## src/rtl/hazard_unit.sv

```systemverilog
// Pipeline control for the 16-bit five-stage CPU. Handles load-use bubbles, branch
// flushes, multi-cycle EX stalls and the HALT drain sequence, with a saturating stall counter.
module hazard_unit #(
    parameter int MULTI_CYCLES = 4,
    parameter int DRAIN_CYCLES = 3
) (
    input  logic        clock,
    input  logic        reset,
    input  logic [3:0]  id_rs,
    input  logic [3:0]  id_rt,
    input  logic        id_uses_rs,
    input  logic        id_uses_rt,
    input  logic        id_halt,
    input  logic        ex_mem_read,
    input  logic [3:0]  ex_rd,
    input  logic        ex_multi,
    input  logic        ex_branch_taken,
    output logic        pc_mux_sel,
    output logic        pc_stop,
    output logic        if_id_hold,
    output logic        if_id_flush,
    output logic        id_ex_hold,
    output logic        id_ex_flush,
    output logic        ex_mem_flush,
    output logic        halted,
    output logic [15:0] stall_count
);

    typedef enum logic [1:0] {S_RUN, S_MULTI, S_DRAIN, S_HALTED} state_e;

    localparam logic [3:0] MULTI_INIT = 4'(MULTI_CYCLES - 2);
    localparam logic [3:0] DRAIN_INIT = 4'(DRAIN_CYCLES - 1);

    state_e      state_q, state_d;
    logic [3:0]  cnt_q, cnt_d;
    logic        halted_q, halted_d;
    logic [15:0] stall_q, stall_d;
    logic        load_use;

    assign load_use = ex_mem_read &&
                      ((id_uses_rs && (id_rs == ex_rd)) || (id_uses_rt && (id_rt == ex_rd)));

    // NOTE: state registers use non-blocking assignments so every flop samples pre-edge values.
    always_ff @(posedge clock or negedge reset) begin
        if (!reset) begin
            state_q  <= S_RUN;
            cnt_q    <= '0;
            halted_q <= 1'b0;
            stall_q  <= '0;
        end else begin
            state_q  <= state_d;
            cnt_q    <= cnt_d;
            halted_q <= halted_d;
            stall_q  <= stall_d;
        end
    end

    // NOTE: defaults first so no path through the case leaves a variable unassigned (no latches).
    always_comb begin
        state_d = state_q;
        cnt_d   = cnt_q;
        unique case (state_q)
            S_RUN: begin
                if (ex_branch_taken) begin
                    state_d = S_RUN;
                end else if (ex_multi) begin
                    state_d = S_MULTI;
                    cnt_d   = MULTI_INIT;
                end else if (!load_use && id_halt) begin
                    state_d = S_DRAIN;
                    cnt_d   = DRAIN_INIT;
                end
            end
            S_MULTI: begin
                if (cnt_q != '0) cnt_d = cnt_q - 4'd1;
                else             state_d = S_RUN;
            end
            S_DRAIN: begin
                if (cnt_q != '0) cnt_d = cnt_q - 4'd1;
                else             state_d = S_HALTED;
            end
            S_HALTED: state_d = S_HALTED;
            default:  state_d = S_RUN;
        endcase
    end

    // Outputs are gated by reset so the pipeline sees no control while reset is held.
    always_comb begin
        pc_mux_sel   = 1'b0;
        pc_stop      = 1'b0;
        if_id_hold   = 1'b0;
        if_id_flush  = 1'b0;
        id_ex_hold   = 1'b0;
        id_ex_flush  = 1'b0;
        ex_mem_flush = 1'b0;
        if (reset) begin
            unique case (state_q)
                S_RUN: begin
                    if (ex_branch_taken) begin
                        pc_mux_sel  = 1'b1;
                        if_id_flush = 1'b1;
                        id_ex_flush = 1'b1;
                    end else if (ex_multi) begin
                        pc_stop      = 1'b1;
                        if_id_hold   = 1'b1;
                        id_ex_hold   = 1'b1;
                        ex_mem_flush = 1'b1;
                    end else if (load_use || id_halt) begin
                        pc_stop     = 1'b1;
                        if_id_hold  = 1'b1;
                        id_ex_flush = 1'b1;
                    end
                end
                S_MULTI: begin
                    if (cnt_q != '0) begin
                        pc_stop      = 1'b1;
                        if_id_hold   = 1'b1;
                        id_ex_hold   = 1'b1;
                        ex_mem_flush = 1'b1;
                    end
                end
                S_DRAIN, S_HALTED: begin
                    pc_stop     = 1'b1;
                    if_id_hold  = 1'b1;
                    id_ex_flush = 1'b1;
                end
                default: ;
            endcase
        end
    end

    assign halted_d = (state_d == S_HALTED);
    assign stall_d  = (pc_stop && (stall_q != 16'hFFFF)) ? stall_q + 16'd1 : stall_q;

    assign halted      = halted_q;
    assign stall_count = stall_q;

endmodule

```

## config.mk

```make
export PLATFORM = sky130hd
export DESIGN_NAME = hazard_unit
export DESIGN_NICKNAME = d
export VERILOG_FILES = /design/src/rtl/hazard_unit.sv
export SDC_FILE = /design/constraint.sdc
export NUM_CORES = 1
export LEC_CHECK = 0
export BUFFER_PORTS_ARGS = -buffer_cell sky130_fd_sc_hd__clkbuf_2
export CAP_MARGIN = 20
export CORE_ASPECT_RATIO = 1.25
export CORE_MARGIN = 5
export CORE_UTILIZATION = 30
export CTS_CLUSTER_DIAMETER = 50
export DETAILED_ROUTE_END_ITERATION = 16
export PLACE_DENSITY = 0.55
export SYNTH_ARGS = -nofsm -noshare
export SYNTH_HDL_FRONTEND = slang
export SYNTH_SLANG_ARGS = --single-unit
```

## constraint.sdc

```tcl
create_clock -name clock -period 2.5 [get_ports clock]
set_input_delay 0.5 -clock clock [delete_from_list [all_inputs] [get_ports clock]]
set_output_delay 0.5 -clock clock [all_outputs]
set_load 0.1 [all_outputs]
```

==> results of run 1 <==
-- flip-flops by register name (all words and copies together), names as in the netlist --
name         count
stall_count     16
cnt_q            4
state_q          2
halted           1
-- repair_timing --
| action | 4_1_cts | 5_1_grt |
|---|---|---|
| endpoints found under the setup margin | 2 | 3 |
| buffers inserted | 1 | 3 |
| gates resized for setup | 0 | 3 |
| gates cloned | 0 | 0 |
| pin swaps | 1 | 1 |
-- cell type report --
cell class	count	area (um2)	area share, %
clock buffer	3	41.3	1.98
clock inverter	1	5.00	0.240
inverter	8	30.0	1.44
multi-input combinational	125	941	45.0
sequential	23	577	27.6
tap	62	77.6	3.71
timing repair buffer	56	418	20.0
-- stage by stage --
stage | hold WS (ns) | setup TNS, ns | util, % | power, W | instances
floorplan | 0.204 | -0.303 | - | 0.00180 | 164
global placement | 0.477 | 0 | 39.7 | 0.00218 | 270
detailed placement | 0.482 | 0 | 39.7 | 0.00218 | 270
CTS | 0.207 | 0 | 40.8 | 0.00244 | 275
global route | 0.216 | 0 | 41.4 | 0.00263 | 278
finish | 0.197 | 0 | 41.4 | 0.00248 | 278
-- per-layer routing --
metal / up-vias / global-route usage (%) / share of wire [%]
met5: - / 0 / 0
met4: 0 / 5.34 / 2.3
met3: 7 / 2.23 / 6.4
met2: 45 / 18.6 / 48
met1: 626 / 14.2 / 43
li1: 683 / - / -
-- synth_stat cells, drive strengths merged (5+ instances only) --
master,instances
xnor2,17
ha,7
nand4,7
xor2,6
nor3,7
buf,5
nand2,17
dfrtp,23
inv,8
and3,6
nor2,10
nand3,13
-- worst register-to-register path, cell delays in order, from the launching register on --
cell	delay, ns
dfrtp_1	0.36
inv_1	0.07
ha_1	0.22
nor3b_2	0.16
o211ai_1	0.15
buf_4	0.16
buf_4	0.10
buf_4	0.10
nand3_1	0.16
nor3_1	0.21
nand3_1	0.13
xnor2_1	0.14
-- kinds of logic (layout without fill, tap and decap cells) --
family                     after synthesis  in the layout
DFF                                     23             23
adders and majority gates                7              7
xor gates and xnor gates                23             23
muxes                                    1              1
buffers and inverters                   16             68
AOI/OAI and AO/OA                       21             21
and+or+nand+nor                         73             73
-- cells in the final DEF, fill, tap and decap left out, drive strengths merged, types with 2 or more instances in the layout --
| master | n |
|---|---|
| and3 | 6 |
| nand4 | 7 |
| nor2b | 2 |
| nor2 | 10 |
| buf | 20 |
| o21ai | 3 |
| nand3 | 13 |
| ha | 7 |
| a21o | 2 |
| and2 | 3 |
| xor2 | 6 |
| o22ai | 2 |
| nand2b | 2 |
| nor3 | 7 |
| dfrtp | 23 |
| inv | 8 |
| a21oi | 3 |
| nand2 | 17 |
| a31oi | 2 |
| a22oi | 2 |
| xnor2 | 17 |
| clkbuf | 39 |
| and4 | 3 |
-- power groups by stage --
| stage | clock, W | sequential (W) | combinational, W |
|---|---|---|---|
| after global placement | 0 | 0.000546 | 0.00163 |
| after floorplan | 0 | 0.000883 | 0.000916 |
| final | 0.000239 | 0.000538 | 0.00170 |
| after global routing | 0.000264 | 0.000551 | 0.00181 |
| after detailed placement | 0 | 0.000548 | 0.00163 |
| after CTS | 0.000249 | 0.000542 | 0.00165 |
-- worst max-delay path by stage --
stage	start	slack [ns]	end	depth (start not counted)
3_3_place_gp	ex_rd[0]	0.15	id_ex_flush	8
4_1_cts	cnt_q[0]	0.04	pc_stop	7
2_1_floorplan	state_q[0]	-0.16	id_ex_hold	8
6_report	cnt_q[0]	0.14	id_ex_hold	7
3_5_place_dp	ex_rd[0]	0.14	id_ex_flush	8
5_1_grt	state_q[0]	0.005	pc_stop	8
==> flow_summary.toml, run 1 <==
[run_status]
outcome = "completed"

[timing]
hold_viol = 0
setup_viol = 0
fin_crit_ns = 2.36
layout_setup_ws_ns = 0.144
rsz0062_at_grt = "no"
clock_skew_ns = 0.0107
drv_slew = 0
max_slew_margin_pct = 63.6
fmax_ghz = 0.424
finalCritPeriodShare_pct = 94.2
tightest_slew_ns = 0.549

[power_and_ir_drop]
p_switching_w = 0.00135
seqPwrFrac_pct = 21.7
p_clk_share_pct = 9.6
comb_power_share_pct = 68.7
powerDensity_nw_per_um2 = 1190
power.leakage_nw = 0.980
vdd_drop_max_uv = 846
p_int_w = 0.00114
switching_share_pct = 54.2

[yosys]
ys_seq_area_share_pct = 37.0
yosysWarnings = 0
async_reset_ff_share_pct = 100
synth-seq-cells = 23
syn_inst = 164
synth-edff-count = 0
synthMuxAreaShare_pct = 0.965
synth_compound_area_share_pct = 9.24
synth_ff_type = "dfrtp_1"
synth_area_leader_cell = "dfrtp_1"
synth_simple_gate_area_share_pct = 28.9
yosys-top-cells-area = "dfrtp_1 37%, xnor2_1 9.6%, ha_1 5.6%"
synth_top_family_by_area = "simple AND/OR/NAND/NOR gates"
syn_area_um2 = 1560
synth_fa_ha_area_share_pct = 5.63
synth_xor_area_share_pct = 12.9
syn-num-nets = 191
synthDistinctLibCells = 45
avgSynthCellArea_um2 = 9.49
synth_top_area_share_pct = 37.0

[worst_setup_path]
cp_num_buf_inv = 3
critPathMaxStageDelay_ns = 0.36
path_delay_family = "buffers and inverters"
crit_path_top_delay_cell = "dfrtp_1"
r2r-end = "stall_count[13]"
regToRegStartpoint = "cnt_q[0]"
crit_path_end_kind = "output port"
required_ns = 2.00
reg2regPathDepth = 11
start_kind = "register"
worstPathArrival_ns = 1.86
crit_path_max_fanout = 6
path_cells = "inv_1 -> ha_1 -> nor3b_2 -> buf_4 -> nand2b_1 -> a21boi_4 -> buf_12"
timing.reg2reg.setup_slack_ns = 0.45
critPathKind = "reg -> out"

[job]
max_cap_viol_count = 0

[global_routing]
antenna_found_initial = 0
grt_pass1_wl_mm = 6.20
overflow = 0
grt_pass1_vias = 1340
grt_max_degree = 16
track_usage_pct = 11.5

[worst_hold_path]
hold_path_class = "in -> async"

[route]
vias = 1361
routed_wl_mm = 3.51
drc = 0
drtPass1Iterations = 4
drtAntennaViolNets = 0
drt-initial-drc-count = 46
avgViaCountPerCell = 4.90
routedWlPerCell_um = 12.6

[clocking]
postCtsHoldBufs = 0
tritoncts = "yes"
clkLatencyLatePin_ns = 0.27
root_buffer = "clkbuf_8"
ctsLongestPathBuffers = 2
cts_max_level = 1
cts_made_buffers = 3
clk_pin_slew_ns = 0.09
cts.sinks = 23

[final_layout]
drive_above_1_share_pct = 37.0
syn2layout_area_growth_pct = 34.2
fillers = 511
num_antenna_cells = 0
design_area_um2 = 2090
final_nets = 244

[floorplan]
die_h_um = 90.5
row_count = 29
fp.dieW_um = 74.4
start_util_pct = 30.9
coreArea_um2 = 5040
ioPinCount = 44
dieArea_um2 = 6740

[placed_design]
placed_area_um2 = 2000
hpwl_mm = 2.83
preCtsSetupSlack_ns = 0.144
finalWeightedCongestion = 0.747
port_buffers = 43
(Power assumes the default switching activity.)
==> inputs of run 2 (changes only) <==
--- a/config.mk
+++ b/config.mk
@@ -12,7 +12,7 @@
 export CORE_UTILIZATION = 30
 export CTS_CLUSTER_DIAMETER = 50
 export DETAILED_ROUTE_END_ITERATION = 16
-export PLACE_DENSITY = 0.55
+export PLACE_DENSITY = 0.57
 export SYNTH_ARGS = -nofsm -noshare
 export SYNTH_HDL_FRONTEND = slang
 export SYNTH_SLANG_ARGS = --single-unit
==> constraint.sdc (replaced) <==
create_clock -name clock -period 2.1 [get_ports clock]
set_input_delay 0.42 -clock clock [delete_from_list [all_inputs] [get_ports clock]]
set_output_delay 0.42 -clock clock [all_outputs]
set_load 0.1 [all_outputs]
==> run 2 against run 1 <==
Die area unchanged. Non-clock buffer count up 20. Power up 33%. Wire length up 15%. Clock skew down 0.0077 ns. Clock power up 16%. Critical endpoint is now pc_stop. Hold slack better by 0.038 ns. Sequential power up 23%. Sequential cell count unchanged. The flow now finishes with violations (setup timing). Cell area up 14%. Register-to-register slack worse by 0.44 ns. Critical path type unchanged.
==> flow_summary.toml, run 2 (same netlist as run 1, synthesis figures left out) <==
[route]
vias = 1459
drc = 0
drtAntennaViolNets = 0
routedWlPerCell_um = 13.5
routed_wl_mm = 4.03
drtPass1Iterations = 4
drt-initial-drc-count = 90
avgViaCountPerCell = 4.90

[floorplan]
start_util_pct = 30.9
dieArea_um2 = 6740
coreArea_um2 = 5040
die_h_um = 90.5
ioPinCount = 44
row_count = 29
fp.dieW_um = 74.4

[worst_setup_path]
worstPathArrival_ns = 1.76
timing.reg2reg.setup_slack_ns = 0.01
reg2regPathDepth = 11
required_ns = 1.68
crit_path_top_delay_cell = "dfrtp_1"
critPathMaxStageDelay_ns = 0.37
crit_path_max_fanout = 3
crit_path_end = "pc_stop"
startpoint = "cnt_q[1]"
start_kind = "register"
critPathKind = "reg -> out"
path_cells = "inv_2 -> ha_4 -> nor3b_4 -> o211ai_1 -> nand2_2 -> nor2b_4 -> buf_12"
r2r-end = "stall_count[1]"
crit_path_end_kind = "output port"
regToRegStartpoint = "cnt_q[1]"

[final_layout]
mostFrequentLayoutCells = "36 x clkbuf_2, 31 x buf_4, 16 x xnor2_1, 14 x nand2_1, 13 x dfrtp_2"
register_area_um2 = 596
final_common_cell = "clkbuf_2"
fillers = 491
drive_above_1_share_pct = 57.2
final_nets = 264
num_antenna_cells = 0
final_cells = 298
largest_reg_flops = 16
multiInputGateArea_um2 = 1060
syn2layout_area_growth_pct = 53.6

[power_and_ir_drop]
vdd_drop_max_uv = 1240
powerDensity_nw_per_um2 = 1380
power.leakage_nw = 1.05

[clocking]
clkLatencyLatePin_ns = 0.26
clk_pin_slew_ns = 0.08
cts_made_buffers = 3
cts.sinks = 23
cts_max_level = 1
tritoncts = "yes"
ctsLongestPathBuffers = 2
root_buffer = "clkbuf_8"

[global_routing]
grt_max_degree = 22
grt_pass1_wl_mm = 6.54
track_usage_pct = 12.1
grt_pass1_vias = 1475
antenna_found_initial = 0
overflow = 0

[timing]
tightest_slew_ns = 0.555
fmax_ghz = 0.459
rsz0062_at_grt = "yes"
setup_viol = 2
fin_hold_ws_ns = 0.235
max_slew_margin_pct = 63.2
fin_crit_ns = 2.18
finalCritPeriodShare_pct = 104
drv_slew = 0
clock_skew_ns = 0.00294
hold_viol = 0
fin_setup_tns_ns = -0.158
layout_setup_ws_ns = -0.0792

[placed_design]
dpl.cell_count = 277
port_buffers = 43
hpwl_mm = 2.90
finalWeightedCongestion = 0.837
preCtsSetupSlack_ns = -0.100

[worst_hold_path]
hold_path_class = "in -> async"

[run_status]
outcome = "finished, violations left"
violations = "setup timing"

[job]
max_cap_viol_count = 0
## run 2: cell types whose count changed in the layout (fill, tap and decap cells not counted), sizes merged
cell / previous run / this run
dlygate4sd3: 0 / 1
buf: 20 / 39
## run 2: timing repair
action / in CTS / in global routing
gates resized for setup: 12 / 19
hold buffers: 1 / 0
setup endpoints to repair: 5 / 17
pin swaps: 8 / 14
buffers inserted: 10 / 8
endpoints found under the hold margin: 3 / 0
## run 2: per-stage QoR
stage	total power [W]	utilization, %	cell area [um2]
floorplan	0.00220	-	1650
global placement	0.00266	41.2	2080
detailed placement	0.00267	41.2	2080
CTS	0.00317	44.8	2260
global route	0.00350	47.4	2390
finish	0.00331	47.4	2390
## run 2: area by class of cell
type / count / share of cell area (%)
timing repair buffer: 76 / 24.0
tap: 62 / 3.24
multi-input combinational: 125 / 44.5
clock buffer: 3 / 1.73
clock inverter: 1 / 0.209
inverter: 8 / 1.36
sequential: 23 / 24.9
## run 2: power by group
group | switching [W] | internal [W] | leakage [nW]
Combinational | 0.00146 | 0.000901 | 0.746
Sequential | 0.000112 | 0.000552 | 0.282
Clock | 0.000146 | 0.000132 | 0.0255
## run 2: how the worst min path moves through the flow
stage	start	end	depth (start not counted)
after global routing	reset	stall_count[2]	2
final	reset	cnt_q[0]	2
after floorplan	reset	cnt_q[0]	0
after global placement	reset	halted	1
after detailed placement	reset	halted	1
after CTS	reset	stall_count[0]	2
## run 2: critical path: cells and delay by family (launching register included)
family | cells | cell delay (ns)
simple gates | 3 | 0.45
flops | 1 | 0.37
compound gates | 1 | 0.27
buf+inv | 2 | 0.25
fa+ha+maj | 1 | 0.15
## run 2: layer usage
layer | share of wire (%) | wire, um | vias to the layer above | track usage (%)
met5 | 0 | 0 | - | 0
met4 | 2.1 | 85 | 0 | 5.64
met3 | 7.1 | 288 | 6 | 2.34
met2 | 49 | 1980 | 45 | 19.9
met1 | 42 | 1670 | 694 | 14.7
li1 | - | - | 714 | -
